<file path="src/rtl/mem_wb_stage.sv">
// Back-end of the 8-bit pipeline: EX/MEM latch, data memory, MEM/WB latch,
// register-file write port and operand-forwarding selects.
module mem_wb_stage #(
  parameter int DW = 8,
  parameter int RW = 3,
  parameter int AW = 4
) (
  input  logic          clk,
  input  logic          rstn,
  input  logic          ex_valid,
  input  logic          ex_regwrite,
  input  logic          ex_memread,
  input  logic          ex_memwrite,
  input  logic [RW-1:0] ex_rd,
  input  logic [DW-1:0] ex_alu_out,
  input  logic [DW-1:0] ex_store_data,
  input  logic [RW-1:0] id_ex_rs,
  input  logic [RW-1:0] id_ex_rt,
  output logic [DW-1:0] exmem_alu,
  output logic          wb_we,
  output logic [RW-1:0] wb_wa,
  output logic [DW-1:0] wb_wd,
  output logic [1:0]    forwardA,
  output logic [1:0]    forwardB,
  output logic [7:0]    store_cnt
);

  localparam int DEPTH = 1 << AW;

  logic          em_valid;
  logic          em_regwrite;
  logic          em_memread;
  logic          em_memwrite;
  logic [RW-1:0] em_rd;
  logic [DW-1:0] em_alu;
  logic [DW-1:0] em_sdata;

  logic          mw_valid;
  logic          mw_regwrite;
  logic [RW-1:0] mw_rd;
  logic [DW-1:0] mw_data;

  logic [DW-1:0] dmem [DEPTH];
  logic [AW-1:0] addr;
  logic [DW-1:0] rd_data;
  logic          em_load;
  logic          em_store;
  logic          em_fwd_ok;

  assign addr     = em_alu[AW-1:0];
  assign rd_data  = dmem[addr];
  // A store wins over a load flagged in the same slot.
  assign em_load  = em_memread & ~em_memwrite;
  assign em_store = em_valid & em_memwrite;

  always_ff @(posedge clk) begin
    if (!rstn) begin
      em_valid    <= 1'b0;
      em_regwrite <= 1'b0;
      em_memread  <= 1'b0;
      em_memwrite <= 1'b0;
      em_rd       <= '0;
      em_alu      <= '0;
      em_sdata    <= '0;
      mw_valid    <= 1'b0;
      mw_regwrite <= 1'b0;
      mw_rd       <= '0;
      mw_data     <= '0;
      store_cnt   <= 8'd0;
      for (int i = 0; i < DEPTH; i++) dmem[i] <= '0;
    end else begin
      em_valid    <= ex_valid;
      em_regwrite <= ex_regwrite;
      em_memread  <= ex_memread;
      em_memwrite <= ex_memwrite;
      em_rd       <= ex_rd;
      em_alu      <= ex_alu_out;
      em_sdata    <= ex_store_data;
      mw_valid    <= em_valid;
      mw_regwrite <= em_regwrite;
      mw_rd       <= em_rd;
      mw_data     <= em_load ? rd_data : em_alu;
      if (em_store) begin
        dmem[addr] <= em_sdata;
        store_cnt  <= store_cnt + 8'd1;
      end
    end
  end

  assign exmem_alu = em_alu;
  assign wb_we     = mw_valid & mw_regwrite & (mw_rd != '0);
  assign wb_wa     = mw_rd;
  assign wb_wd     = mw_data;

  // Loads in EX/MEM are never forwarded; the hazard unit stalls behind them.
  assign em_fwd_ok = em_valid & em_regwrite & ~em_memread & (em_rd != '0);

  always_comb begin
    forwardA = 2'b00;
    forwardB = 2'b00;
    if (em_fwd_ok && (em_rd == id_ex_rs))   forwardA = 2'b10;
    else if (wb_we && (wb_wa == id_ex_rs))  forwardA = 2'b01;
    if (em_fwd_ok && (em_rd == id_ex_rt))   forwardB = 2'b10;
    else if (wb_we && (wb_wa == id_ex_rt))  forwardB = 2'b01;
  end

endmodule

</file>
<file path="config.mk">
export PLATFORM = sky130hd
export DESIGN_NAME = mem_wb_stage
export DESIGN_NICKNAME = d
export VERILOG_FILES = /design/src/rtl/mem_wb_stage.sv
export SDC_FILE = /design/constraint.sdc
export NUM_CORES = 1
export LEC_CHECK = 0
export ABC_AREA = 1
export CAP_MARGIN = 10
export CELL_PAD_IN_SITES_DETAIL_PLACEMENT = 0
export CELL_PAD_IN_SITES_GLOBAL_PLACEMENT = 1
export CORE_MARGIN = 3
export CORE_UTILIZATION = 35
export CTS_CLUSTER_DIAMETER = 200
export DETAILED_ROUTE_END_ITERATION = 8
export HOLD_SLACK_MARGIN = 0.02
export PLACE_DENSITY_LB_ADDON = 0.25
export SLEW_MARGIN = 20
export SYNTH_ARGS = -nofsm -noshare
export SYNTH_HDL_FRONTEND = slang
export SYNTH_SLANG_ARGS = --single-unit
</file>
<file path="constraint.sdc">
create_clock -name clk -period 2 [get_ports clk]
set_input_delay 0.4 -clock clk [delete_from_list [all_inputs] [get_ports clk]]
set_output_delay 0.4 -clock clk [all_outputs]
set_load 0.02 [all_outputs]
</file>
# ---- Word-level counts from Yosys, hierarchy flattened
# Memories as Yosys holds them, arrays and structs flattened. A register that Yosys moved wholly into a read port is not among the register bits.
# Cells that the tools add are included.
dict set report word_totals {
  wordCells 47
  latch_bits 0
  ramBits 128
  mem_count 1
  inputBits 31
  mem_bits_ro 0
  output_inout_bits 32
  register_bits 44
}
dict set report op_classes {
  div_mod_pow 0
  bitwise 9
  order_cmp 0
  n_addsub 1
  muxes 13
  reduce_logical 7
  eq_ne 4
  n_shift 0
  multipliers 0
}
# name depth width read_ports rd_ports_with_merged_regs write_ports line
set mem_list {}
lappend mem_list {dmem 16 8 1 1 16 43} ;# logic [DW-1:0] dmem [DEPTH];
# op n
set ops {}
lappend ops {{$mux 8} 2}
lappend ops {{$eq 3x3->1} 4}
lappend ops {{$add 8x1->8 const B} 1}
lappend ops {{$mux 4} 2}
lappend ops {{$reduce_or 8->1} 1}
lappend ops {{$and 1x1->1} 7}
lappend ops {{$mux 1} 7}
lappend ops {{$reduce_bool 3->1} 2}
lappend ops {{$logic_and 1x1->1} 4}
lappend ops {{$mux 2} 2}
lappend ops {{$not 1->1} 2}

# ---- Logic depth before layout (Yosys ltp)
dict set report logic_depth {
  word_depth 6
  mapped_depth 12
  ltp_nobuf 9
}

# ---- Worst setup path before layout
# Ideal clock, no wire load.
dict set report synth_timing {
  path_type {flip-flop to output port}
  from {reg mw_rd[1] (netlist: wb_wa[1])}
  to {out forwardB[0]}
  stages_incl_launch_ff 5
  n_path_buf 0
  setup_slack_ns 0.209
  arrival_ns 1.391
  required_time_ns 1.600
  cell_sequence {dfxtp_1 nor3_1 nor2_1 nand4_1 nor2_1}
}
dict set report synth_between {
  elab_chain_len 5
  word_cells_on_any_way 6
  classes_between {eq/ne: 1; mux: 2; bitwise: 1; reduce/logical: 2}
}
# element line
set synth_rtl {}
lappend synth_rtl {{from (decl)} 40} ;# logic [RW-1:0] mw_rd;
lappend synth_rtl {{from (signal assigned)} 81} ;# mw_rd <= em_rd;
lappend synth_rtl {{$reduce_bool 3->1} 91} ;# assign wb_we = mw_valid & mw_regwrite & (mw_rd != '0);
lappend synth_rtl {{$and 1x1->1} 91}
lappend synth_rtl {{via wb_we} 20} ;# output logic wb_we,
lappend synth_rtl {{$logic_and 1x1->1} 104} ;# else if (wb_we && (wb_wa == id_ex_rt)) forwardB = 2'b01;
lappend synth_rtl {{$mux 1} 104}
lappend synth_rtl {{$mux 2} 103} ;# if (em_fwd_ok && (em_rd == id_ex_rt)) forwardB = 2'b10;
lappend synth_rtl {{to (decl)} 24} ;# output logic [1:0] forwardB,
# The timed path passes the listed nets, and every way through them passes these cells.

# ---- Worst setup path after layout
dict set report layout_timing {
  from {reg em_alu[1] (netlist: exmem_alu[1])}
  to {out exmem_alu[1]}
}
# element line
set layout_lines {}
lappend layout_lines {{from (decl)} 35} ;# logic [DW-1:0] em_alu;
lappend layout_lines {{from (signal assigned)} 77} ;# em_alu <= ex_alu_out;
lappend layout_lines {{to (decl)} 19} ;# output logic [DW-1:0] exmem_alu,
# No word-level cell between the ends.

==> impl_results.md <==
* Area growth syn-to-layout at 22.8%
* Top cell type's share of synthesized area at 0.506
* Pleak at 4.09 nW
* R2R depth at 7
* Io pins at 63
* CTS hold repair buffers at 0
* Worst r2r dst: dmem[2][3]$_SDFFCE_PN0P_
* Clk sinks at 172
* Initial core utilization at 0.359
* Syn_area_per_cell at 8.91 um2
* CP Data Required Time at 1.60 ns
* Comb pwr share at 0.079
* Delay-heaviest family, CP: buffers and inverters
* # H-tree levels at 4
* Rows at 53
* Antenna violations before repair at 0
* Final #Nets at 972
* Synth cell count leaders: nand2_1, nor2_1, edfxtp_1
* CTS Buffer Depth at 2
* Cell accounting for the most synthesized area: edfxtp_1
* Largest net degree at the start of global routing at 38
* Sw frac at 0.244
* R2R Path Start: em_valid$_SDFF_PN0_
* IO Port Bufs at 62
* Mapped cell area at 7600 um2
* Max-slew violations at 0
* Path category of the worst min-delay check: flop to flop
* Cells along the critical path: clkdlybuf4s50_1
* Clk_lat worst skew at 0.43 ns
* Hold path startpoint: em_regwrite$_SDFF_PN0_
* Tmin final at 1.92 ns
* DR WL/cell at 15.8 um
* Final setup fails at 0
* Post-synthesis net count at 885
* Number of global-route vias before repair at 5,560
* Worst VDD drop at 486 uV
* Gpl congestion at 0.810
* Register bit total from synthesis at 172
* Cells after Synth at 853
* First-pass GRT wire length at 30,800 um
* Sequential-to-total area share from yosys stat at 0.622
* Warnings from Yosys at 0
* Net Sw Power at 1.90 mW
* Worst Path Max Fanout at 9
* CP bufs+invs at 1
* Total GRT Usage at 0.168
* Total Routed Length at 19,400 um
* Most frequent cell after synthesis: nand2_1
* Pwr per Cell Area at 833 nW/um2
* Clock Power Share at 0.409
* CTS root buf: clkbuf_16
* DRT iter0 DRCs at 339
* Total gr overflow at 0
* CP arrival at 1.52 ns
* Post-layout worst setup margin at 0.0819 ns
* Diode count at 0
* DR vias at 5,666
* Fin. Hold Viols at 0
* 1st-pass router iterations at 5
* Num CTS Buffers at 17
* Via density at 4.61
* Setup Crit Path Kind: flop to output pin
* DRC viols at 0
* Yosys cell types at 21
* Worst-Margin Slew at 0.454 ns
* Pre-CTS setup slack at -0.362 ns
* Hold Path Cell Cnt at 2
* Max Cap Violations at 0
* Placeable core region at 21,200 um2
* HPWL after detailed placement at 13,200 um
* Max Clock Freq at 521 MHz
* CTS tree: yes
* Critical path capture point type: output pin
* Die width at 153 um
* Post-synth top flop: edfxtp_1
* Worst Hold End: mw_regwrite$_SDFF_PN0_
* Flop pwr share at 0.512
* Cell Area, Placed at 8710 um2
* Status: completed
* Area contributors post-synth: edfxtp_1, nand2_1, dfxtp_1, nor2_1, nand3_1
* Final clock skew at 0.0129 ns
* Rel. slew slack at 0.696
* Post-synth EDFFs at 128
* Fraction of layout cells with a size suffix above 1 at 0.126
* Slowest stage cell, crit path: clkdlybuf4s50_1
* Die ar. at 23,500 um2
* Asr flop ratio synth at 0
* Pint at 5.88 mW
* Vert. Die Dim at 153 um
* Clock transition at path regs at 0.07 ns
* Post-route ant nets at 0
* Setup slack, reg-to-reg at 0.18 ns
* CP max stage delay at 0.64 ns
* CP Launch Type: flop
* Final Instance Area at 9330 um2
* Final Cycle Share at 0.959
per-stage QoR:
stage	hold slack, ns	power (mW)	instances	TNS, ns	util
final	0.429	7.77	1228	0	0.441
after global routing	0.472	8.05	1228	-0.00391	0.441
after CTS	0.434	7.86	1223	-0.00499	0.439
after detailed placement	0.425	4.68	1191	-1.40	0.412
after global placement	0.419	4.68	1191	-1.41	0.412
after floorplan	0.407	4.39	853	0	-
sequential cells by signal, summed over array words and instances, names as in the netlist:
name and count:
mw_valid 1, em_memwrite 1, exmem_alu 8, em_sdata 8, em_valid 1, em_rd 3, mw_regwrite 1, em_memread 1
wb_wd 8, wb_wa 3, store_cnt 8, dmem 128, em_regwrite 1
repair_timing:
item / 4_1_cts / 5_1_grt
pin swaps: 0 / 7
gates resized for setup: 25 / 11
setup buffers: 0 / 5
setup endpoints to repair: 9 / 114
worst register-to-register path: cells and delay by family, from the launching register on:
family        cells  cell delay (ns)
buf+inv           2             0.26
flops             1             0.36
simple gates      5             0.86
cell families (layout without fill, tap and decap cells):
group / after synthesis / after routing / synth area share
simple gates: 552 / 552 / 0.297
flops: 172 / 172 / 0.622
buf+inv: 98 / 198 / 0.0540
compound gates: 17 / 17 / 0.0112
xor+xnor: 13 / 13 / 0.0150
fa+ha+maj: 1 / 1 / 0.00165
power by group through the flow:
stage          registers (mW)  logic [mW]  clock network, mW
3_5_place_dp             4.06       0.622                  0
6_report                 3.98       0.614               3.18
5_1_grt                  3.99       0.682               3.37
4_1_cts                  3.98       0.624               3.25
2_1_floorplan            4.06       0.328                  0
3_3_place_gp             4.06       0.621                  0
final cells by class:
cell class	instances	area (um2)
timing repair buffer	112	1000
inverter	54	203
sequential	172	4740
multi-input combinational	583	2480
tap	275	344
clock inverter	15	138
clock buffer	17	425
fill	2082	11800
per-layer routing:
layer  share of wire  up-vias  global-route usage
met5               0        -                   0
met2            0.49       89               0.289
li1                -     2885                   -
met1            0.47     2674               0.219
met4           0.015        0              0.0475
met3           0.030       18              0.0320
cell usage in the layout (no fill, tap or decap):
cell / netlist / routed
dfxtp_2: 0 / 6
and3_1: 1 / 1
clkinvlp_4: 0 / 1
clkdlybuf4s50_1: 0 / 52
clkinv_4: 0 / 4
buf_4: 5 / 49
bufinv_16: 0 / 1
inv_1: 52 / 52
nand3_1: 41 / 41
nand2_2: 17 / 19
clkbuf_16: 0 / 17
nor2_1: 157 / 157
buf_12: 0 / 2
inv_8: 0 / 2
clkinv_1: 0 / 3
nand2_1: 314 / 312
dfxtp_1: 44 / 35
dfxtp_4: 0 / 3
xnor2_1: 6 / 6
nand4_1: 11 / 11
inv_2: 2 / 2
ha_1: 1 / 1
nor3_4: 4 / 4
nor3_2: 0 / 2
buf_2: 18 / 4
dlymetal6s2s_1: 0 / 2
nor3_1: 7 / 5
xor2_1: 7 / 7
a21oi_1: 4 / 4
o21ai_0: 13 / 13
inv_6: 0 / 3
dlygate4sd2_1: 0 / 3
edfxtp_1: 128 / 128
clkinv_2: 0 / 1
worst max path at each step:
stage | startpoint | end | slack, ns | cells after the start
2_1_floorplan | wb_wa[1]$_SDFF_PN0_ | forwardB[0] | 0.21 | 4
3_3_place_gp | id_ex_rt[2] | forwardB[1] | -0.39 | 5
3_5_place_dp | id_ex_rs[1] | forwardA[0] | -0.36 | 7
4_1_cts | id_ex_rt[2] | forwardB[0] | -0.005 | 6
5_1_grt | em_rd[1]$_SDFF_PN0_ | forwardB[0] | -0.004 | 6
6_report | exmem_alu[1]$_SDFF_PN0_ | exmem_alu[1] | 0.08 | 1
No activity file was read; power rests on OpenSTA's default activity.
